File: config.mk
export PLATFORM = sky130hd
export DESIGN_NAME = nec_ir_tx
export DESIGN_NICKNAME = d
export VERILOG_FILES = /design/src/rtl/nec_ir_pkg.sv /design/src/rtl/nec_ir_carrier.sv /design/src/rtl/nec_ir_tx.sv
export SDC_FILE = /design/constraint.sdc
export NUM_CORES = 1
export LEC_CHECK = 0
export ABC_AREA = 0
export CAP_MARGIN = 15
export CORE_MARGIN = 1
export CORE_UTILIZATION = 25
export CTS_CLUSTER_DIAMETER = 40
export CTS_CLUSTER_SIZE = 28
export DETAILED_ROUTE_END_ITERATION = 6
export PLACE_DENSITY = 0.38
export SKIP_LAST_GASP = 1
export SYNTH_ARGS = -nofsm -noshare
export SYNTH_HDL_FRONTEND = slang
export SYNTH_SLANG_ARGS = --single-unit
File: constraint.sdc
create_clock -name clk -period 7.6 [get_ports clk]
set_clock_uncertainty 0.15 [all_clocks]
set_input_delay 1.52 -clock clk [delete_from_list [all_inputs] [get_ports clk]]
set_output_delay 1.52 -clock clk [all_outputs]
set_load 0.02 [all_outputs]
File: src/rtl/nec_ir_pkg.sv
// rtl/nec_ir_pkg.sv - shared NEC IR timing defaults, state encoding and carrier constants
package nec_ir_pkg;

    // Cycle counts at a 2 MHz clock
    localparam int DEF_LEAD_MARK  = 18000;
    localparam int DEF_LEAD_SPACE = 9000;
    localparam int DEF_REP_SPACE  = 4500;
    localparam int DEF_BIT_MARK   = 1125;
    localparam int DEF_ZERO_SPACE = 1125;
    localparam int DEF_ONE_SPACE  = 3375;
    localparam int DEF_CAR_PERIOD = 52;
    localparam int DEF_CAR_HIGH   = 17;

    localparam int PHASE_W    = 15;
    localparam int BIT_W      = 6;
    localparam int FRAME_BITS = 32;

    typedef enum logic [2:0] {
        ST_IDLE    = 3'd0,
        ST_L_MARK  = 3'd1,
        ST_L_SPACE = 3'd2,
        ST_B_MARK  = 3'd3,
        ST_B_SPACE = 3'd4,
        ST_S_MARK  = 3'd5,
        ST_R_SPACE = 3'd6
    } nec_state_t;

endpackage

File: src/rtl/nec_ir_carrier.sv
// rtl/nec_ir_carrier.sv - free-running IR carrier, phase-aligned to the start of each mark
module nec_ir_carrier
    import nec_ir_pkg::*;
#(
    parameter int CAR_PERIOD = DEF_CAR_PERIOD,
    parameter int CAR_HIGH   = DEF_CAR_HIGH
) (
    input  logic clk,
    input  logic reset,
    input  logic en,
    output logic carrier
);

    localparam int CW = $clog2(CAR_PERIOD + 1);

    logic [CW-1:0] r_cnt;

    // Held at zero outside marks so every mark opens on a high carrier phase
    always_ff @(posedge clk) begin
        if (reset || !en) begin
            r_cnt <= '0;
        end else if (r_cnt == CW'(CAR_PERIOD - 1)) begin
            r_cnt <= '0;
        end else begin
            r_cnt <= r_cnt + 1'b1;
        end
    end

    assign carrier = (r_cnt < CW'(CAR_HIGH));

endmodule

File: src/rtl/nec_ir_tx.sv
// rtl/nec_ir_tx.sv - NEC IR frame transmitter: leader, 32 data bits MSB first, stop mark, repeat frames
module nec_ir_tx
    import nec_ir_pkg::*;
#(
    parameter int LEAD_MARK  = DEF_LEAD_MARK,
    parameter int LEAD_SPACE = DEF_LEAD_SPACE,
    parameter int REP_SPACE  = DEF_REP_SPACE,
    parameter int BIT_MARK   = DEF_BIT_MARK,
    parameter int ZERO_SPACE = DEF_ZERO_SPACE,
    parameter int ONE_SPACE  = DEF_ONE_SPACE,
    parameter int CAR_PERIOD = DEF_CAR_PERIOD,
    parameter int CAR_HIGH   = DEF_CAR_HIGH
) (
    input  logic        clk,
    input  logic        reset,
    input  logic        start,
    input  logic        rep_req,
    input  logic [31:0] data,
    output logic        busy,
    output logic        done,
    output logic        ir_env,
    output logic        ir_out,
    output logic        ir_n,
    output logic [2:0]  state_o
);

    localparam logic               DONE_ON_ENTRY = (BIT_MARK == 1);
    localparam logic [PHASE_W-1:0] DONE_PHASE    = PHASE_W'(BIT_MARK - 2);

    nec_state_t         r_state;
    logic [PHASE_W-1:0] r_phase;
    logic [BIT_W-1:0]   r_bit_cnt;
    logic [31:0]        r_shift;
    logic               r_rep;
    logic               r_busy;
    logic               r_done;
    logic               r_env;
    logic [PHASE_W-1:0] w_dur;
    logic               w_last;
    logic               w_carrier;

    always_comb begin
        w_dur = '0;
        case (r_state)
            ST_L_MARK:  w_dur = PHASE_W'(LEAD_MARK);
            ST_L_SPACE: w_dur = PHASE_W'(LEAD_SPACE);
            ST_R_SPACE: w_dur = PHASE_W'(REP_SPACE);
            ST_B_MARK:  w_dur = PHASE_W'(BIT_MARK);
            ST_S_MARK:  w_dur = PHASE_W'(BIT_MARK);
            ST_B_SPACE: w_dur = r_shift[31] ? PHASE_W'(ONE_SPACE) : PHASE_W'(ZERO_SPACE);
            default:    w_dur = '0;
        endcase
    end

    assign w_last = (r_phase == w_dur - 1'b1);

    // Envelope, busy and done are set on the same edge as the state they describe
    always_ff @(posedge clk) begin
        if (reset) begin
            r_state   <= ST_IDLE;
            r_phase   <= '0;
            r_bit_cnt <= '0;
            r_shift   <= '0;
            r_rep     <= 1'b0;
            r_busy    <= 1'b0;
            r_done    <= 1'b0;
            r_env     <= 1'b0;
        end else begin
            r_done  <= 1'b0;
            r_phase <= w_last ? '0 : r_phase + 1'b1;
            case (r_state)
                ST_IDLE: begin
                    r_phase <= '0;
                    if (start) begin
                        r_shift   <= data;
                        r_rep     <= 1'b0;
                        r_bit_cnt <= '0;
                        r_env     <= 1'b1;
                        r_busy    <= 1'b1;
                        r_state   <= ST_L_MARK;
                    end else if (rep_req) begin
                        r_rep   <= 1'b1;
                        r_env   <= 1'b1;
                        r_busy  <= 1'b1;
                        r_state <= ST_L_MARK;
                    end
                end
                ST_L_MARK: if (w_last) begin
                    r_env   <= 1'b0;
                    r_state <= r_rep ? ST_R_SPACE : ST_L_SPACE;
                end
                ST_L_SPACE: if (w_last) begin
                    r_env   <= 1'b1;
                    r_state <= ST_B_MARK;
                end
                ST_B_MARK: if (w_last) begin
                    r_env   <= 1'b0;
                    r_state <= ST_B_SPACE;
                end
                ST_B_SPACE: if (w_last) begin
                    r_shift <= {r_shift[30:0], 1'b0};
                    r_env   <= 1'b1;
                    if (r_bit_cnt == BIT_W'(FRAME_BITS - 1)) begin
                        r_bit_cnt <= '0;
                        r_done    <= DONE_ON_ENTRY;
                        r_state   <= ST_S_MARK;
                    end else begin
                        r_bit_cnt <= r_bit_cnt + 1'b1;
                        r_state   <= ST_B_MARK;
                    end
                end
                ST_R_SPACE: if (w_last) begin
                    r_env   <= 1'b1;
                    r_done  <= DONE_ON_ENTRY;
                    r_state <= ST_S_MARK;
                end
                ST_S_MARK: begin
                    if (w_last) begin
                        r_env   <= 1'b0;
                        r_busy  <= 1'b0;
                        r_rep   <= 1'b0;
                        r_state <= ST_IDLE;
                    end else if (r_phase == DONE_PHASE) begin
                        r_done <= 1'b1;
                    end
                end
                default: begin
                    r_env   <= 1'b0;
                    r_busy  <= 1'b0;
                    r_state <= ST_IDLE;
                end
            endcase
        end
    end

    nec_ir_carrier #(
        .CAR_PERIOD (CAR_PERIOD),
        .CAR_HIGH   (CAR_HIGH)
    ) u_carrier (
        .clk     (clk),
        .reset   (reset),
        .en      (r_env),
        .carrier (w_carrier)
    );

    assign ir_env  = r_env;
    assign ir_out  = r_env & w_carrier;
    assign ir_n    = ~r_env;
    assign busy    = r_busy;
    assign done    = r_done;
    assign state_o = r_state;

endmodule

# ---- After elaboration in Yosys (flattened, before gate mapping)
# Cells that the tools add are included.
dict set report op_classes {
  add_sub_neg 4
  order_cmp 1
  n_eq_ne 20
  n_mux 29
  bitwise 4
  n_reduce_logical 17
}
# op n
set ops {}
lappend ops {{case mux 15 bit (5 select lines)} 1}
lappend ops {{2-to-1 mux 32 bit} 2}
lappend ops {{case mux 32 bit (2 select lines)} 1}
lappend ops {{2-to-1 mux 3 bit} 10}
lappend ops {{case mux 3 bit (7 select lines)} 1}
lappend ops {{2-to-1 mux 6 bit} 3}
lappend ops {{adder 15 x 1 -> 15 bit, second input constant} 1}
lappend ops {{equality test 15 x 11 -> 1 bit, second input constant} 1}
lappend ops {{equality test 15 bit} 1}
lappend ops {{subtractor 15 x 1 -> 15 bit, second input constant} 1}
lappend ops {{inequality test 2 bit, second input constant} 7}
lappend ops {{adder 6 x 1 -> 6 bit, second input constant} 2}
lappend ops {{2-to-1 mux 12 bit} 1}
lappend ops {{case mux 6 bit (2 select lines)} 1}
lappend ops {{AND reduction 3 bit} 4}
lappend ops {{OR reduction 3 bit} 4}
lappend ops {{equality test 3 bit, second input constant} 3}
lappend ops {{AND reduction 7 bit} 1}
lappend ops {{equality test 3 x 2 -> 1 bit, second input constant} 2}
lappend ops {{equality test 6 x 5 -> 1 bit, second input constant} 1}
lappend ops {{equality test 6 bit, second input constant} 1}
lappend ops {{< comparator 6 x 5 -> 1 bit, second input constant} 1}
lappend ops {{2-to-1 mux 1 bit} 6}
lappend ops {{case mux 1 bit (3 select lines)} 2}
lappend ops {{12 further kinds} 17}
dict set report totals {
  register_bits 66
  inputBits 36
  out_inout_bits 8
  word_cells 84
}

# ---- Longest topological paths before layout
# Gate-level depths: netlist of run 1.
dict set report depth {
  word_depth 7
  ltp_mapped 16
}

# ---- Modules after synthesis
# A second synthesis of run 1 with hierarchy kept.
dict set report unflattened {
  hier_cells 502
  hier_area_um2 4042.6
}
# mod instances cells_per_inst area_per_inst_um2 seq_area_each_um2
set by_module_without_submodules {}
lappend by_module_without_submodules {nec_ir_tx 1 472 3777.4 1201.2}
lappend by_module_without_submodules {nec_ir_carrier 1 30 265.3 120.1}

# ---- Worst setup path before layout of run 1
# Ideal clock, no wire load.
dict set report synth_path {
  path_type {register -> register}
  start {register r_state[0] (netlist: state_o[0])}
  end {register r_bit_cnt[4]}
  setup_ns 0.117
  t_arrival_ns 3.256
  required_ns 7.333
  path_slack_ns 4.077
  stages_incl_launch_ff 16
  path_buffers 5
  synth_period_minus_slack_ns 3.523
  path_cell_list {dfxtp_1 -> buf_2 -> buf_2 -> clkbuf_1 -> nor2_1 -> nand2_1 -> ha_1 -> buf_2 -> nand2b_1 -> a31o_2 -> a211o_1 -> a2111oi_4 -> and4_1 -> buf_6 -> a21oi_1 -> a32o_2}
}
dict set report synth_via {
  elab_chain_cells 7
}
# item line_no
set synth_rtl {}
lappend synth_rtl {{from (decl)} nec_ir_tx.sv:30} ;# nec_state_t r_state;
lappend synth_rtl {{from (signal assigned)} nec_ir_tx.sv:90} ;# r_state <= r_rep ? ST_R_SPACE : ST_L_SPACE;
lappend synth_rtl {{equality test 3 bit / equality test 3 x 2 -> 1 bit (equally long branches)} nec_ir_tx.sv:44} ;# case (r_state)
lappend synth_rtl {{OR reduction 2 bit (no line)} --}
lappend synth_rtl {{case mux 15 bit (5 select lines)} nec_ir_tx.sv:44}
lappend synth_rtl {{subtractor 15 x 1 -> 15 bit} nec_ir_tx.sv:55} ;# assign w_last = (r_phase == w_dur - 1'b1);
lappend synth_rtl {{equality test 15 bit} nec_ir_tx.sv:55}
lappend synth_rtl {{inequality test 2 bit (no line)} --}
lappend synth_rtl {{AND reduction 3 bit (no line)} --}
lappend synth_rtl {{to (signal assigned)} nec_ir_tx.sv:108} ;# r_bit_cnt <= r_bit_cnt + 1'b1;
lappend synth_rtl {{to (decl)} nec_ir_tx.sv:32} ;# logic [BIT_W-1:0] r_bit_cnt;
# Several ways; a longest one is shown, not always the timed one.
# A chain may end at the register's enable or synchronous reset.

# ---- Final worst setup path of run 1
dict set report layout_path {
  start {register r_state[2] (netlist: state_o[2])}
  end {register r_phase[11]}
}
dict set report layout_via {
  elab_chain_cells 6
}
# item line_no
set layout_rtl {}
lappend layout_rtl {{equality test 3 bit / equality test 3 x 2 -> 1 bit (equally long branches)} nec_ir_tx.sv:44}
lappend layout_rtl {{OR reduction 2 bit (no line)} --}
lappend layout_rtl {{case mux 15 bit (5 select lines)} nec_ir_tx.sv:44}
lappend layout_rtl {{subtractor 15 x 1 -> 15 bit} nec_ir_tx.sv:55}
lappend layout_rtl {{equality test 15 bit} nec_ir_tx.sv:55}
lappend layout_rtl {{OR reduction 3 bit (no line) (*)} --}
lappend layout_rtl {{to (signal assigned)} nec_ir_tx.sv:70} ;# r_phase <= w_last ? '0 : r_phase + 1'b1;
lappend layout_rtl {{to (decl)} nec_ir_tx.sv:31} ;# logic [PHASE_W-1:0] r_phase;
# Every way passes the cells marked *; elsewhere a longest branch is shown, timed or not.

==> flow_metrics.py, run 1 <==
metrics = {
    "run_status": {
        "status": "finished clean",
    },
    "clock_tree": {
        "clk_pin_slew_ns": 0.06,
        "root_buffer": "clkbuf_16",
        "cts_tree": "done",
        "post_cts_resized": 0,
        "cts_inserted_buffers": 9,
        "post-cts-setup-buffer-count": 0,
        "cts_hold_buf": 0,
        "cts.htree.levels": 3,
        "clkSinkCount": 66,
        "clock_latency_ns": 0.33,
        "cts_buffer_depth": 2,
    },
    "critical_path": {
        "crit_type": "reg2reg",
        "critPathRequiredTime_ns": 7.64,
        "worstPathCellList": "buf_4 -> nand2b_1 -> nor2_1 -> nand2_1 -> ha_1 -> nand2b_1 -> a21oi_1 -> o22a_1 -> a2111oi_4 -> nand4_2 -> buf_4 -> o211ai_2 -> nor2_1",
        "crit_path_end_kind": "flop",
        "cp_top_family": "compound AO/OA/AOI/OAI gates",
        "worst_path_max_delay_cell": "o211ai_2",
        "critPathLaunchType": "flop",
        "crit_fanout": 38,
        "path_buf_inv": 2,
        "arrival_ns": 4.15,
        "cp_slowest_stage_delay_ns": 0.65,
    },
    "die": {
        "io_pins": 44,
        "core_um2": 16000,
        "fp.dieH_um": 130,
        "start_util_pct": 25.8,
        "die_area_um2": 17000,
        "fp.dieW_um": 130,
        "rows": 46,
    },
    "global_route": {
        "grt_pass1_wl_um": 19900,
        "first_global_vias": 3731,
        "grt_max_degree": 46,
        "grtUsageTotal_pct": 15.2,
        "antenna_found_initial": 0,
        "use_met3_pct": 2.77,
        "grt_overflow": 0,
        "grtUsageMet1_pct": 20.4,
        "grtUsageMet2_pct": 23.9,
        "busiest_layer": "met2",
    },
    "power": {
        "power.leakage_nw": 1.64,
        "p_per_area_nw_per_um2": 269,
        "ir_drop_uv": 155,
        "power.total_w": 0.00134,
    },
    "routing": {
        "drt_iter0_drc": 211,
        "ant_nets": 0,
        "vias": 3817,
        "drc_errors": 0,
        "viasPerCell": 5.13,
        "drt_wl_total_um": 12200,
        "wl_per_cell_um": 16.4,
        "firstDrtPassIters": 4,
    },
    "logic_synthesis": {
        "synth_top_family_by_area": "compound AO/OA/AOI/OAI gates",
        "synthMuxAreaShare_pct": 0,
        "synth_compound_area_share_pct": 27.7,
        "synth-seq-cells": 66,
        "yosysTopAreaCellShare_pct": 32.0,
        "yosys-top-cells-area": "dfxtp_1, o211ai_2, nand3_1",
        "netlist_instances": 505,
        "synth.distinct_cells": 62,
        "synth_area_per_cell_um2": 8.17,
        "synth_edf_count": 0,
        "yosys_most_used_dff": "dfxtp_1",
        "synth_adder_area_share_pct": 1.82,
        "synth-simple-area-share_pct": 25.8,
        "yosysTopAreaCell": "dfxtp_1",
        "synth-xor-area-share_pct": 5.30,
        "async_flop_share_pct": 0,
        "ys_seq_area_share_pct": 32.0,
        "yosysWarnings": 0,
        "syn_nets": 547,
        "syn_area_um2": 4130,
    },
    "placed_design": {
        "dp_hpwl_um": 7910,
        "port_buffers": 43,
        "dpl.cell_count": 727,
        "gp_congestion": 0.765,
    },
    "layout": {
        "antenna_cells": 0,
        "utilization_pct": 31.2,
        "register_area_um2": 1320,
        "area_delta_synth_final_pct": 20.9,
        "multi_input_area_um2": 2510,
        "nets": 565,
        "drive_above_1_share_pct": 14.4,
        "final_cells": 744,
        "n_fill_cell": 1748,
    },
    "timing": {
        "slew_violations": 0,
        "setup_viol_count_final": 0,
        "period_share_pct": 54.0,
        "fin_setup_tns_ns": 0,
        "clock.fmax_mhz": 243,
        "relSlewSlack_pct": 33.6,
        "fin_crit_ns": 4.11,
        "hold_violations": 0,
        "rsz0062_at_grt": "false",
        "hold_ws_ns": 0.318,
        "worstMarginPinSlew_ns": 0.992,
    },
    "job": {
        "maxCapViolCount": 0,
    },
    "min_path": {
        "hp-class": "reg2reg",
    },
}
-- metrics by stage --
step           cell area, um^2  setup slack [ns]
6_report                  4990              3.49
5_1_grt                   4990              3.06
4_1_cts                   4970              3.14
3_5_place_dp              4640              3.14
3_3_place_gp              4640              3.31
2_1_floorplan             4130              4.08
-- layer usage --
layer / wire (um) / vias up / share of wire, %
met5: 0 / - / 0
met4: 203 / 0 / 1.7
met3: 432 / 15 / 3.5
met2: 5670 / 68 / 46
met1: 5930 / 1825 / 48
li1: - / 1909 / -
-- Yosys cell counts (3+ instances only) --
library cell	number
or2_2	3
xor2_1	9
nand3_1	55
nor4_1	4
a31oi_1	39
nor2b_1	6
nor3_1	8
a21oi_1	23
and4_1	3
dfxtp_1	66
a211oi_1	7
ha_1	6
buf_6	6
o21ai_0	5
nor2_1	40
o211ai_1	6
nand3b_1	3
or3_1	5
o211ai_2	29
xnor2_1	16
nand2b_1	6
or4b_2	3
nand4_1	5
nand2_1	46
clkbuf_1	16
nor3b_1	4
buf_2	21
o21ai_1	3
inv_1	13
o32ai_1	3
and3_1	7
-- worst paths after layout --
kind | slack (ns) | from | end | cells after the start
worst max-delay path | 3.49 | state_o[2] | r_phase[11] | 13
worst min-delay path | 0.32 | u_carrier.r_cnt[0] | u_carrier.r_cnt[0] | 1
worst max register to register | 3.49 | state_o[2] | r_phase[11] | 13
worst min register to register | 0.32 | u_carrier.r_cnt[0] | u_carrier.r_cnt[0] | 1
-- placed cells by master, fill, tap and decap left out, types with 3 or more instances in the layout --
cell and n:
a211oi_1 7, a21oi_1 23, a31oi_1 39, and3_1 7, and4_1 3, buf_4 8, clkbuf_16 9, clkdlybuf4s50_1 42
dfxtp_1 66, ha_1 6, inv_1 13, nand2_1 45, nand2b_1 6, nand3_1 54, nand3b_1 3, nand4_1 5
nor2_1 40, nor2b_1 6, nor3_1 8, nor3b_1 4, nor4_1 4, o211ai_1 6, o211ai_2 29, o21ai_0 5
o21ai_1 3, o32ai_1 3, or2_2 3, or3_1 5, or4b_2 3, xnor2_1 16, xor2_1 9
-- flip-flops by register name, summed over array words and instances, names as in the netlist, 3 cells and up --
signal	flops
r_shift	32
r_bit_cnt	6
u_carrier.r_cnt	6
r_phase	15
state_o	3
-- report_power, final --
part	total, W	switching [W]	internal (W)
clock network	0.000467	0.000168	0.000298
registers	0.000417	0.0000312	0.000386
logic	0.000457	0.000278	0.000179
-- logic make-up (layout without fill, tap and decap cells) --
family / after synthesis / in the layout
flops: 66 / 66
simple gates: 209 / 209
xor+xnor: 25 / 25
buf+inv: 60 / 83
compound gates: 139 / 139
fa+ha+maj: 6 / 6
-- final cells by class --
cell class,instances,area share (%)
clock buffer,11,4.86
clock inverter,5,1.70
inverter,15,1.13
multi-input combinational,379,50.3
sequential,66,26.5
tap,216,5.41
timing repair buffer,52,10.1
No activity file was read; power rests on OpenSTA's default activity.
==> run 2: changes to the inputs <==
--- a/config.mk
+++ b/config.mk
@@ -12,7 +12,7 @@
 export CTS_CLUSTER_DIAMETER = 40
 export CTS_CLUSTER_SIZE = 28
 export DETAILED_ROUTE_END_ITERATION = 6
-export PLACE_DENSITY = 0.38
+export PLACE_DENSITY = 0.39
 export SKIP_LAST_GASP = 1
 export SYNTH_ARGS = -nofsm -noshare
 export SYNTH_HDL_FRONTEND = slang
==> constraint.sdc (replaced) <==
create_clock -name clk -period 3.7 [get_ports clk]
set_clock_uncertainty 0.15 [all_clocks]
set_input_delay 0.74 -clock clk [delete_from_list [all_inputs] [get_ports clk]]
set_output_delay 0.74 -clock clk [all_outputs]
set_load 0.02 [all_outputs]
==> flow_metrics.py, run 2 (synthesized netlist as in run 1, its figures left out) <==
metrics = {
    "run_status": {
        "status": "finished clean",
    },
    "routing": {
        "drt_iter0_drc": 277,
        "wl_per_cell_um": 16.6,
        "firstDrtPassIters": 5,
        "ant_nets": 0,
        "drt_wl_total_um": 12600,
        "viasPerCell": 5.20,
        "drc_errors": 0,
        "vias": 3941,
    },
    "timing": {
        "period_share_pct": 96.3,
        "slew_violations": 0,
        "setup_ws_ns": 0.137,
        "hold_violations": 0,
        "fin_setup_tns_ns": 0,
        "relSlewSlack_pct": 62.9,
        "fin_crit_ns": 3.56,
        "setup_viol_count_final": 0,
        "clock.fmax_mhz": 281,
        "rsz0062_at_grt": "false",
        "worstMarginPinSlew_ns": 0.557,
    },
    "power": {
        "p_per_area_nw_per_um2": 560,
        "internal_power_w": 0.00186,
        "switching_share_pct": 35.5,
        "power.leakage_nw": 1.72,
        "power_frac_seq_pct": 29.8,
        "p_switching_w": 0.00102,
        "ir_drop_uv": 232,
        "p_comb_share_pct": 35.6,
        "clkPwrFrac_pct": 34.6,
    },
    "critical_path": {
        "path_common_cell": "buf_4",
        "cp_slowest_stage_delay_ns": 0.60,
        "worstPathCellList": "nand2_1 -> o21ai_1 -> inv_1 -> ha_1 -> buf_4 -> or4b_2 -> nand4_1 -> xor2_1 -> nor2_1 -> nand3_2 -> buf_4 -> o21ai_2 -> o32ai_1",
        "crit_type": "reg2reg",
        "worst_path_max_delay_cell": "or4b_2",
        "r2r_cells": 13,
        "arrival_ns": 3.65,
        "critPathLaunchType": "flop",
        "crit_fanout": 34,
        "crit_path_end_kind": "flop",
        "critPathRequiredTime_ns": 3.79,
    },
    "job": {
        "maxCapViolCount": 0,
    },
    "clock_tree": {
        "clock_latency_ns": 0.33,
        "post-cts-setup-buffer-count": 0,
        "cts_tree": "done",
        "cts_buffer_depth": 2,
        "cts.htree.levels": 3,
        "clkSinkCount": 66,
        "root_buffer": "clkbuf_16",
        "cts_inserted_buffers": 9,
        "clk_pin_slew_ns": 0.06,
    },
    "global_route": {
        "grt_pass1_wl_um": 20100,
        "grt_max_degree": 36,
        "first_global_vias": 3658,
        "antenna_found_initial": 0,
        "grtUsageTotal_pct": 15.3,
        "grt_overflow": 0,
    },
    "layout": {
        "largest_reg_flops": 32,
        "largest_register": "r_shift",
        "drive_above_1_share_pct": 17.2,
        "layout_commonest_cell": "dfxtp_1",
        "nets": 579,
        "top_regs": "r_shift (32), r_phase (15)",
        "antenna_cells": 0,
        "area_delta_synth_final_pct": 24.7,
        "final_cell_mix": "dfxtp_1, nand3_1, nand2_1, clkdlybuf4s50_1",
    },
    "die": {
        "fp.dieH_um": 130,
        "die_area_um2": 17000,
        "start_util_pct": 25.8,
        "rows": 46,
        "io_pins": 44,
        "core_um2": 16000,
        "fp.dieW_um": 130,
    },
    "min_path": {
        "whs_path_depth": 1,
        "hp-class": "reg2reg",
    },
    "placed_design": {
        "gp_congestion": 0.861,
        "port_buffers": 43,
        "place_ws_ns": 0.0291,
        "dp_hpwl_um": 8570,
    },
}
## run 2: path summary, 6_finish.rpt
check | startpoint | end | slack (ns)
hold reg to reg | u_carrier.r_cnt[0] | u_carrier.r_cnt[0] | 0.31
hold / removal | u_carrier.r_cnt[0] | u_carrier.r_cnt[0] | 0.31
setup reg to reg | state_o[0] | r_bit_cnt[0] | 0.14
setup / recovery | state_o[0] | r_bit_cnt[0] | 0.14
## run 2: power by group through the flow
| stage | clock (W) | combinational [W] | sequential (W) |
|---|---|---|---|
| floorplan | 0 | 0.000691 | 0.000870 |
| global placement | 0 | 0.00102 | 0.000873 |
| detailed placement | 0 | 0.00101 | 0.000872 |
| CTS | 0.00103 | 0.00101 | 0.000859 |
| global route | 0.00106 | 0.00113 | 0.000870 |
| finish | 0.000998 | 0.00103 | 0.000860 |
## run 2: layer usage
| metal | vias to the layer above | GRT usage, % | routed length, um |
|---|---|---|---|
| li1 | 1934 | - | - |
| met1 | 1901 | 21.6 | 6170 |
| met2 | 92 | 23.4 | 5710 |
| met3 | 14 | 2.52 | 487 |
| met4 | 0 | 5.27 | 211 |
| met5 | - | 0 | 0 |
## run 2: layout make-up
type / count / area [um^2]
inverter: 15 / 56.3
sequential: 66 / 1320
clock buffer: 10 / 229
timing repair buffer: 66 / 623
fill: 1740 / 10900
multi-input combinational: 379 / 2540
tap: 216 / 270
clock inverter: 6 / 113
## run 2: repair_timing
item,4_1_cts,5_1_grt
setup endpoints to repair,0,55
hold buffers,0,0
resized for setup,0,6
## run 2: worst max-delay path, delay by kind of cell, from the launching register on
| family | cells | cell delay [ns] |
|---|---|---|
| simple gates | 5 | 1.01 |
| compound gates | 3 | 0.74 |
| flops | 1 | 0.37 |
| buf+inv | 3 | 0.74 |
| xor+xnor | 1 | 0.15 |
| fa+ha+maj | 1 | 0.30 |
## run 2: metrics by stage
step	util, %	power (W)	std cells	hold slack (ns)	cell area (um^2)
after floorplan	-	0.00156	505	0.276	4130
after global placement	29.9	0.00189	742	0.296	4780
after detailed placement	29.9	0.00188	742	0.310	4780
after CTS	32.0	0.00290	758	0.325	5120
after global routing	32.2	0.00306	758	0.335	5150
final	32.2	0.00288	758	0.313	5150
==> run 3: changes to the inputs <==
--- a/config.mk
+++ b/config.mk
@@ -14,6 +14,7 @@
 export DETAILED_ROUTE_END_ITERATION = 6
 export PLACE_DENSITY = 0.39
 export SKIP_LAST_GASP = 1
+export SLEW_MARGIN = 0
 export SYNTH_ARGS = -nofsm -noshare
 export SYNTH_HDL_FRONTEND = slang
 export SYNTH_SLANG_ARGS = --single-unit
==> results of run 3 <==
Same layout as run 2: the final DEF is identical, and so are final timing and power.
